### config.mk
export PLATFORM = sky130hd
export DESIGN_NAME = md5_round_seq
export DESIGN_NICKNAME = d
export VERILOG_FILES = /design/src/rtl/md5_round_seq.sv
export SDC_FILE = /design/constraint.sdc
export NUM_CORES = 1
export LEC_CHECK = 0
export ABC_AREA = 1
export BUFFER_PORTS_ARGS = -buffer_cell sky130_fd_sc_hd__buf_2
export CAP_MARGIN = 20
export CELL_PAD_IN_SITES_DETAIL_PLACEMENT = 1
export CELL_PAD_IN_SITES_GLOBAL_PLACEMENT = 1
export CORE_ASPECT_RATIO = 1.1
export CORE_UTILIZATION = 40
export CTS_CLUSTER_SIZE = 12
export DETAILED_ROUTE_END_ITERATION = 6
export PLACE_DENSITY_LB_ADDON = 0.25
export SLEW_MARGIN = 20
export SYNTH_ARGS = -nofsm -noshare
export SYNTH_HDL_FRONTEND = slang
export SYNTH_SLANG_ARGS = --single-unit
export TNS_END_PERCENT = 30
### constraint.sdc
create_clock -name CLK -period 3 [get_ports CLK]
set_input_delay 0.15 -clock CLK [delete_from_list [all_inputs] [get_ports CLK]]
set_output_delay 0.15 -clock CLK [all_outputs]
set_load 0.1 [all_outputs]
### src/rtl/md5_round_seq.sv
// MD5 round sequencer: four interleaved thread slots share one issue port, one
// slot examined per enabled cycle; emits Kt address plus per-round F/G/H/I, g, s.
module md5_round_seq #(
  parameter int N_THREADS = 4,
  parameter int N_CYCLES  = 72
) (
  input  logic                 CLK,
  input  logic                 rst_n,
  input  logic                 en,
  input  logic [N_THREADS-1:0] start,
  input  logic [N_THREADS-1:0] abort,
  output logic [N_THREADS-1:0] start_ack,
  output logic [N_THREADS-1:0] busy,
  output logic [N_THREADS-1:0] done,
  output logic [6:0]           t,
  output logic                 Kt_en,
  output logic [1:0]           thread,
  output logic [1:0]           func,
  output logic [3:0]           msg_idx,
  output logic [4:0]           shift,
  output logic                 pad
);

  typedef enum logic {IDLE, RUN} slot_state_e;

  localparam logic [6:0] LAST_T = 7'(N_CYCLES - 1);

  slot_state_e state [N_THREADS];
  logic [6:0]  cnt   [N_THREADS];
  logic [1:0]  ptr;

  logic       accept;
  logic       issue;
  logic [6:0] t_next;
  logic [5:0] r;
  logic [1:0] grp;
  logic       pad_next;
  logic [1:0] func_next;
  logic [3:0] msg_next;
  logic [4:0] shift_next;

  // Issue decision for the slot under the pointer; abort beats start and issue.
  always_comb begin
    accept = en && !abort[ptr] && (state[ptr] == IDLE) && start[ptr];
    issue  = en && !abort[ptr] && (accept || (state[ptr] == RUN));
    t_next = accept ? 7'd0 : cnt[ptr];
  end

  // Round-field decode; r wraps mod 64, which is exact across the 64 rounds.
  always_comb begin
    r          = t_next[5:0] - 6'd4;
    grp        = r[5:4];
    pad_next   = (t_next < 7'd4) || (t_next > 7'd67);
    func_next  = grp;
    msg_next   = 4'd0;
    shift_next = 5'd0;
    unique case (grp)
      2'd0: msg_next = r[3:0];
      2'd1: msg_next = r[3:0] * 4'd5 + 4'd1;
      2'd2: msg_next = r[3:0] * 4'd3 + 4'd5;
      2'd3: msg_next = r[3:0] * 4'd7;
    endcase
    unique case ({grp, r[1:0]})
      4'h0: shift_next = 5'd7;
      4'h1: shift_next = 5'd12;
      4'h2: shift_next = 5'd17;
      4'h3: shift_next = 5'd22;
      4'h4: shift_next = 5'd5;
      4'h5: shift_next = 5'd9;
      4'h6: shift_next = 5'd14;
      4'h7: shift_next = 5'd20;
      4'h8: shift_next = 5'd4;
      4'h9: shift_next = 5'd11;
      4'ha: shift_next = 5'd16;
      4'hb: shift_next = 5'd23;
      4'hc: shift_next = 5'd6;
      4'hd: shift_next = 5'd10;
      4'he: shift_next = 5'd15;
      4'hf: shift_next = 5'd21;
    endcase
    if (pad_next) begin
      func_next  = 2'd0;
      msg_next   = 4'd0;
      shift_next = 5'd0;
    end
  end

  always_ff @(posedge CLK or negedge rst_n) begin
    if (!rst_n) begin
      ptr       <= '0;
      start_ack <= '0;
      done      <= '0;
      Kt_en     <= 1'b0;
      t         <= '0;
      thread    <= '0;
      func      <= '0;
      msg_idx   <= '0;
      shift     <= '0;
      pad       <= 1'b0;
      for (int i = 0; i < N_THREADS; i++) begin
        state[i] <= IDLE;
        cnt[i]   <= '0;
      end
    end else begin
      start_ack <= '0;
      done      <= '0;
      Kt_en     <= 1'b0;
      if (en) begin
        ptr <= ptr + 2'd1;
        if (issue) begin
          Kt_en   <= 1'b1;
          t       <= t_next;
          thread  <= ptr;
          func    <= func_next;
          msg_idx <= msg_next;
          shift   <= shift_next;
          pad     <= pad_next;
          if (accept) begin
            start_ack[ptr] <= 1'b1;
            state[ptr]     <= RUN;
            cnt[ptr]       <= 7'd1;
          end else if (cnt[ptr] == LAST_T) begin
            done[ptr]  <= 1'b1;
            state[ptr] <= IDLE;
            cnt[ptr]   <= '0;
          end else begin
            cnt[ptr] <= cnt[ptr] + 7'd1;
          end
        end
      end
      // Abort acts on every slot at every edge, overriding the issue above.
      for (int i = 0; i < N_THREADS; i++) begin
        if (abort[i]) begin
          state[i] <= IDLE;
          cnt[i]   <= '0;
        end
      end
    end
  end

  always_comb begin
    for (int i = 0; i < N_THREADS; i++) busy[i] = (state[i] == RUN);
  end

endmodule

==> impl_metrics.tcl, run 1 <==
set metrics [dict create \
    overflow 0 \
    clk-insertion-delay-late_ns 0.37 \
    yosysUniqueCellTypes 36 \
    area_growth_pct 20.9 \
    routed_wl_um 11600 \
    grt_usage 0.246 \
    status "completed" \
    seqCellArea_um2 1610 \
    yosys-top-cells-area "dfrtp_1 41%, nand2_1 13%, inv_1 5.8%" \
    mostFrequentLayoutCells "128 x nand2_1, 59 x dfrtp_1, 55 x inv_1, 44 x buf_2" \
    die_w_um 96.1 \
    crit_type "primary input to flop" \
    timing.critical_path.mode_cell "nand2_1" \
    antenna_found_initial 0 \
    port_buffers 44 \
    hold_path_class "primary input to flop" \
    fin_skew_ns 0.0108 \
    clkSinkCount 64 \
    ys_ff_latch 64 \
    cts_made_buffers 9 \
    setup.worst_path.start_class "primary input" \
    crit_chain "dlygate4sd3_1 > buf_2 > inv_1 > nand2_1 > nand3_1 > nand2_1 > nor2_4 > nand2_2 > nand2_2 > inv_2 > ha_4 > inv_1 > ha_1 > ha_1 > xnor2_2 > nand3b_1 > nand2_1 > nand3_1 > nand3_1 > nand2_1 > nand2_1" \
    grt_pass1_vias 3759 \
    relSlewSlack 0.363 \
    drive_gt1_frac 0.265 \
    crit_arrival_ns 3.13 \
    fmax_ghz 0.349 \
    hold_viol 0 \
    h-tree-depth 3 \
    end_kind "flop" \
    critPathBufInv 5 \
    grt_max_degree 42 \
    synth_top_area_cell "dfrtp_1" \
    firstDrtPassIters 4 \
    synth_top_area_frac 0.411 \
    n_antenna_cell 0 \
    path_clk_slew_ns 0.08 \
    met1_usage 0.308 \
    drt_drc_violations_left 0 \
    cts_max_path_buffers 2 \
    worst_hold_slack_ns 0.0882 \
    nets 587 \
    initial_core_util 0.415 \
    gp_congestion 0.851 \
    slowest_delay_ns 0.53 \
    post_drt_via_cell_ratio 5.16 \
    grt_pass1_wl_um 18700 \
    multiInputGateArea_um2 1990 \
    postRouteAntennaNets 0 \
    ys_warn_count 0 \
    gr-usage-met2 0.405 \
    place_area_um2 4290 \
    num_vias 3506 \
    finalNonFillerCells 680 \
    top_usage_layer "met2" \
    cp_max_fo 4 \
    stdcell_area_um2 4710 \
    io_pins 45 \
    tightest_slew_ns 0.956 \
    slowest_stage "dlygate4sd3_1" \
    ctsRootBufferMaster "clkbuf_8" \
    final_common_cell "nand2_1" \
    finalSetupViolations 0 \
    dp_hpwl_um 8250 \
    cp_top_family "simple AND/OR/NAND/NOR gates" \
    critPathRequiredTime_ns 3.26 \
    synthCells 484 \
    syn_avg_cell_area_um2 8.05 \
    die_area_um2 10100 \
    yosysSeqAreaShare 0.411 \
    synth_area_um2 3900 \
    die_h_um 106 \
    cts_tree "built" \
    synth_nets 513 \
    core_um2 9400 \
    max-cap-violations 0 \
    drt-initial-drc-count 121 \
    num-fill-cells 1179 \
    fin_crit_ns 2.87 \
    rows 37 \
    timing.final.crit_share 0.956 \
    wl_per_cell_um 17.1 \
    dp_cells 648 \
    maxSlewViolCount 0 \
    use_met3 0.0570 \
]
[stage by stage]
step	util	worst slack, ns	TNS [ns]
detailed placement	0.456	0.0203	0
finish	0.501	0.132	0
floorplan	-	0.0654	0
global placement	0.456	0.121	0
CTS	0.485	0.0530	0
global route	0.501	-0.0327	-0.0644
[Yosys cell counts]
library cell / instances
o21a_1: 1
buf_6: 5
o211ai_1: 1
o22ai_2: 1
xnor2_1: 3
inv_2: 3
buf_2: 4
nand3_1: 33
o21ai_0: 27
o22ai_1: 24
nor2_1: 34
o21ai_1: 5
nand4_2: 4
o21ai_4: 4
nor3_1: 2
a21oi_4: 1
nand2_1: 132
nor2_2: 7
inv_1: 60
nand4_1: 2
fa_1: 1
nand2_4: 3
ha_1: 17
buf_4: 3
xor2_1: 7
a21oi_1: 12
inv_4: 3
nand3_2: 5
nand3b_1: 1
nor2_4: 1
clkbuf_1: 1
nand2_2: 7
o21ai_2: 3
nor2_8: 2
dfrtp_1: 64
nand2_8: 1
[cell families (layout without fill, tap and decap cells)]
group	Yosys count	in the layout	share of synthesized area
AND/OR/NAND/NOR	234	234	0.285
AO/OA/AOI/OAI	79	79	0.130
buffers and inverters	79	158	0.0918
flip-flops	64	64	0.411
adder cells (fa/ha/maj)	18	18	0.0597
XOR/XNOR	10	10	0.0225
[per-layer routing]
metal | vias up | part of all wire
met5 | - | 0
met4 | 0 | 0.023
met3 | 24 | 0.038
met2 | 67 | 0.49
met1 | 1709 | 0.45
li1 | 1706 | -
[path summary, 6_finish.rpt]
| kind | from | endpoint | slack [ns] | depth (start not counted) |
|---|---|---|---|---|
| max in group asynchronous | rst_n | shift[2]$_DFFE_PN0P_ | 1.64 | 3 |
| worst min register to register | msg_idx[1]$_DFFE_PN0P_ | msg_idx[1]$_DFFE_PN0P_ | 0.48 | 2 |
| worst max register to register | ptr[0]$_DFFE_PN0P_ | msg_idx[3]$_DFFE_PN0P_ | 0.14 | 18 |
| worst max-delay path | abort[2] | msg_idx[3]$_DFFE_PN0P_ | 0.13 | 21 |
| min in group asynchronous | rst_n | start_ack[0]$_DFF_PN0_ | 0.47 | 2 |
| worst min-delay path | en | ptr[0]$_DFFE_PN0P_ | 0.09 | 2 |
[registers in the layout, indices dropped and copies added (netlist names)]
register and cells:
cnt 28, t 7, shift 5, busy 4, done 4, msg_idx 4, start_ack 4, func 2
ptr 2, thread 2, Kt_en 1, pad 1
[area by class of cell]
cell class,count,area share
clock inverters,5,0.0170
well taps,117,0.0311
multi-input cells,341,0.422
repair inverters,1,0.00106
repair buffers,75,0.103
clock buffers,11,0.0300
inverters,66,0.0547
flip-flops and latches,64,0.341
[timing repair]
action	4_1_cts	5_1_grt
pin swaps	0	4
setup endpoints to repair	1	16
setup buffers	0	10
gates cloned	0	1
resized for setup	1	19
hold buffers	5	0
endpoints found under the hold margin	44	0
Power of run 1 is left out: the tool's default activity adds up to more than one toggle a clock period on the data nets, which glitch-free logic cannot reach.
==> inputs of run 2 (changes only) <==
--- a/config.mk
+++ b/config.mk
@@ -13,2 +13,3 @@
 export CORE_ASPECT_RATIO = 1.1
+export CORE_MARGIN = 5
 export CORE_UTILIZATION = 40
@@ -16,3 +17,3 @@
 export DETAILED_ROUTE_END_ITERATION = 6
-export PLACE_DENSITY_LB_ADDON = 0.25
+export PLACE_DENSITY = 0.82
 export SLEW_MARGIN = 20
==> constraint.sdc (replaced) <==
create_clock -name CLK -period 3 [get_ports CLK]
set_input_delay 0.3 -clock CLK [delete_from_list [all_inputs] [get_ports CLK]]
set_output_delay 0.3 -clock CLK [all_outputs]
set_load 0.1 [all_outputs]
==> impl_metrics.tcl, run 2 (synthesis gave the netlist of run 1 again) <==
set metrics [dict create \
    status "complete, but fails checks" \
    violations "setup timing" \
    ctsRootBufferMaster "clkbuf_8" \
    final_common_cell "nand2_1" \
    h-tree-depth 3 \
    hold_depth 2 \
    fmax_ghz 0.330 \
    grt_pass1_vias 3838 \
    largestRegisters "cnt: 28 flops, t: 7 flops, shift: 5 flops" \
    die_w_um 104 \
    grt_pass1_wl_um 19300 \
    path_clk_slew_ns 0.07 \
    cp_max_fo 6 \
    dp_cells 647 \
    drt-initial-drc-count 189 \
    place_area_um2 4280 \
    relSlewSlack 0.598 \
    maxSlewViolCount 0 \
    r2r-end "msg_idx[3]$_DFFE_PN0P_" \
    drive_gt1_frac 0.267 \
    firstDrtPassIters 4 \
    r2r-start "ptr[0]$_DFFE_PN0P_" \
    hp-start "abort[3]" \
    fin_crit_ns 3.03 \
    pre_cts_slack_ns -0.0212 \
    setup_ws_ns -0.0322 \
    drt_drc_violations_left 0 \
    overflow 0 \
    crit_arrival_ns 3.29 \
    post_drt_via_cell_ratio 5.32 \
    reg2regPathDepth 18 \
    postRouteAntennaNets 0 \
    critPathRequiredTime_ns 3.26 \
    crit_type "flop to flop" \
    cts_max_path_buffers 2 \
    gp_congestion 0.863 \
    largest_reg_flops 28 \
    r2r_slack_ns -0.03 \
    grt_max_degree 47 \
    hold_path_class "primary input to flop" \
    cts_made_buffers 9 \
    timing.final.crit_share 1.01 \
    cts_tree "built" \
    stdcell_area_um2 4670 \
    antenna_found_initial 0 \
    finalSetupViolations 1 \
    wl_per_cell_um 18.5 \
    area_growth_pct 19.8 \
    clk-insertion-delay-late_ns 0.36 \
    grt_usage 0.203 \
    die_area_um2 11800 \
    dp_hpwl_um 8400 \
    mostFrequentLayoutCells "126 x nand2_1, 59 x dfrtp_1, 56 x inv_1, 43 x buf_2, 33 x nor2_1" \
    finalNonFillerCells 675 \
    cp-startpoint "ptr[0]$_DFFE_PN0P_" \
    tightest_slew_ns 0.603 \
    clkSinkCount 64 \
    die_h_um 114 \
    max-cap-violations 0 \
    num_vias 3592 \
    hold_viol 0 \
    min_to "busy[3]$_DFFE_PN0P_" \
    n_antenna_cell 0 \
    end_kind "flop" \
    setup.worst_path.start_class "flop" \
    nets 582 \
    core_um2 9440 \
    port_buffers 44 \
    regMostFlops "cnt" \
    initial_core_util 0.413 \
    rows 37 \
    routed_wl_um 12500 \
    fin_skew_ns 0.00811 \
    worst_hold_slack_ns 0.126 \
    io_pins 45 \
]
run 2: worst max-delay path, cell delays in order (launching register included):
cell,delay (ns)
dfrtp_2,0.47
buf_4,0.15
nand2_1,0.13
nand3_2,0.15
nand2_1,0.12
nor2_2,0.06
nand2_2,0.13
nand2_2,0.09
inv_1,0.20
ha_1,0.29
fa_1,0.41
inv_1,0.08
nand3_1,0.10
nand2_1,0.09
nand2_1,0.07
nand3_1,0.12
nand3_1,0.11
nand2_1,0.09
nand2_1,0.05
run 2: layout make-up:
cell class                      instances  area (µm²)
Clock buffer                           14         173
Timing Repair Buffer                   70         437
Fill cell                            1186        4780
Tap cell                              117         146
Clock inverter                          2        60.1
Timing Repair inverter                  1        5.00
Sequential cell                        64        1610
Inverter                               66         258
Multi-Input combinational cell        341        1980
run 2: what timing repair did:
item                                    4_1_cts  5_1_grt
pin swaps                                     0        6
cloned                                        0        1
resized for setup                             5       20
hold buffers                                  0        1
endpoints found under the setup margin        1        2
setup buffers                                 0       10
endpoints found under the hold margin         0        8
run 2: worst max-delay path by stage:
stage	slack, ns	endpoint
after global routing	-0.17	msg_idx[3]$_DFFE_PN0P_
after CTS	0.002	msg_idx[3]$_DFFE_PN0P_
final	-0.03	msg_idx[3]$_DFFE_PN0P_
after detailed placement	-0.02	msg_idx[3]$_DFFE_PN0P_
after global placement	0.19	msg_idx[3]$_DFFE_PN0P_
after floorplan	0.07	msg_idx[3]$_DFFE_PN0P_
run 2: metrics by stage:
| step | utilization | setup TNS (ns) |
|---|---|---|
| after floorplan | - | 0 |
| after global placement | 0.453 | 0 |
| after detailed placement | 0.453 | -0.0212 |
| after CTS | 0.479 | 0 |
| after global routing | 0.494 | -0.184 |
| final | 0.494 | -0.0322 |
run 2: layer usage:
metal	routed length, µm	vias up	track usage
met4	346	0	0.0751
met3	476	37	0.0430
met5	0	-	0
li1	-	1695	-
met2	6400	75	0.354
met1	5240	1785	0.248
Power of run 2 is left out for the same reason.
==> inputs of run 3 (changes only) <==
Clock period 3 ns to 2.77 ns, I/O delays scaled along.
==> impl_metrics.tcl, run 3 (synthesis gave the netlist of run 1 again) <==
set metrics [dict create \
    largestRegisters "cnt: 28 flops, t: 7 flops, shift: 5 flops" \
    io_pins 45 \
    tightest_slew_ns 0.839 \
    setup.worst_path.start_class "flop" \
    postRouteAntennaNets 0 \
    finalSetupViolations 1 \
    post_drt_via_cell_ratio 5.59 \
    initial_core_util 0.413 \
    seqCellArea_um2 1620 \
    rows 37 \
    die_area_um2 11800 \
    crit_type "flop to flop" \
    clk-insertion-delay-late_ns 0.37 \
    grt_pass1_wl_um 20400 \
    nets 605 \
    end_kind "flop" \
    rsz0062_at_grt "true" \
    violations "setup timing" \
    grt_pass1_vias 4088 \
    crit_arrival_ns 3.22 \
    gp_congestion 0.848 \
    cts_max_path_buffers 2 \
    routed_wl_um 14400 \
    fmax_ghz 0.338 \
    drive_gt1_frac 0.343 \
    die_w_um 104 \
    core_um2 9440 \
    fin_skew_ns 0.00922 \
    port_buffers 44 \
    setup_ws_ns -0.188 \
    maxSlewViolCount 0 \
    regMostFlops "cnt" \
    grt_max_degree 65 \
    area_growth_pct 27.6 \
    cp_max_fo 7 \
    ctsRootBufferMaster "clkbuf_8" \
    die_h_um 114 \
    h-tree-depth 3 \
    path_clk_slew_ns 0.08 \
    final_common_cell "nand2_1" \
    fin_crit_ns 2.96 \
    dp_cells 662 \
    antenna_found_initial 0 \
    cts_made_buffers 9 \
    num-fill-cells 1154 \
    critPathRequiredTime_ns 3.03 \
    n_antenna_cell 0 \
    wl_per_cell_um 20.6 \
    finalNonFillerCells 697 \
    relSlewSlack 0.441 \
    overflow 0 \
    grt_usage 0.213 \
    firstDrtPassIters 5 \
    drt-initial-drc-count 315 \
    max-cap-violations 0 \
    clkSinkCount 64 \
    dp_hpwl_um 8830 \
    status "complete, but fails checks" \
    largest_reg_flops 28 \
    cts_tree "built" \
    drt_drc_violations_left 0 \
    multiInputGateArea_um2 2150 \
    timing.final.crit_share 1.07 \
    mostFrequentLayoutCells "116 x nand2_1, 58 x dfrtp_1, 53 x inv_1, 44 x buf_2, 42 x buf_4" \
    hold_path_class "primary input to asynchronous set/reset pin" \
    hold_viol 0 \
    num_vias 3894 \
]
==> run 3: cell types whose count changed in the layout (fill, tap and decap cells not counted), sizes merged <==
cell,before,now
buf,69,93
clkbuf,14,9
clkinvlp,0,3
bufinv,2,0
clkinv,2,4
dlygate4sd3,1,0
nand2,143,144
==> run 3: what timing repair did <==
| action | in CTS | in global routing |
|---|---|---|
| pin swaps | 7 | 22 |
| hold buffers | 0 | 0 |
| gates cloned | 0 | 1 |
| buffers inserted | 6 | 13 |
| gates resized for setup | 11 | 52 |
| setup endpoints to repair | 3 | 16 |
==> run 3: final timing paths <==
check,start,to,slack [ns],cells after the start
worst max-delay path,ptr[0]$_DFFE_PN0P_,msg_idx[3]$_DFFE_PN0P_,-0.19,20
worst min register to register,shift[2]$_DFFE_PN0P_,shift[2]$_DFFE_PN0P_,0.48,2
max in group asynchronous,rst_n,busy[2]$_DFFE_PN0P_,2.05,2
worst max register to register,ptr[0]$_DFFE_PN0P_,msg_idx[3]$_DFFE_PN0P_,-0.19,20
worst min-delay path,rst_n,busy[0]$_DFFE_PN0P_,0.09,2
min in group CLK,abort[3],busy[3]$_DFFE_PN0P_,0.10,2
==> run 3: routing by layer <==
metal  routed length (µm)  track usage
met3                  551       0.0294
met1                 5720        0.242
met2                 7560        0.393
met4                  539        0.101
met5                    0            0
==> run 3: area by class of cell <==
class                   instances  area share
clock buffers                   9      0.0249
clock inverters                 6     0.00755
inverters                      66      0.0539
multi-input cells             342       0.432
flip-flops and latches         64       0.326
well taps                     117      0.0294
repair buffers                 93       0.126
==> run 3: stage by stage <==
| stage | setup WS [ns] | setup TNS, ns | util | instance area, µm² | hold WS, ns |
|---|---|---|---|---|---|
| 2_1_floorplan | 0.000597 | 0 | - | 3930 | -0.0186 |
| 3_3_place_gp | 0.0424 | 0 | 0.469 | 4430 | 0.458 |
| 3_5_place_dp | -0.207 | -0.242 | 0.469 | 4430 | 0.465 |
| 4_1_cts | 0.000853 | 0 | 0.494 | 4670 | 0.108 |
| 5_1_grt | -0.259 | -1.34 | 0.526 | 4970 | 0.107 |
| 6_report | -0.188 | -0.188 | 0.526 | 4970 | 0.0873 |
==> run 3: worst max-delay path, cell delays in order (launching register included) <==
cell and delay (ns):
dfrtp_2 0.46, clkinv_4 0.10, buf_6 0.12, nand2_1 0.09, nand3_2 0.11, nand2_4 0.08, nor2_4 0.13, nand2_4 0.13
nand2_4 0.11, inv_6 0.06, ha_4 0.29, inv_2 0.05, ha_4 0.24, ha_4 0.16, xnor2_2 0.24, nand3b_1 0.16
nand2_1 0.07, nand3_1 0.07, nand3_1 0.07, nand2_1 0.07, nand2_1 0.05
Power of run 3 is left out for the same reason.
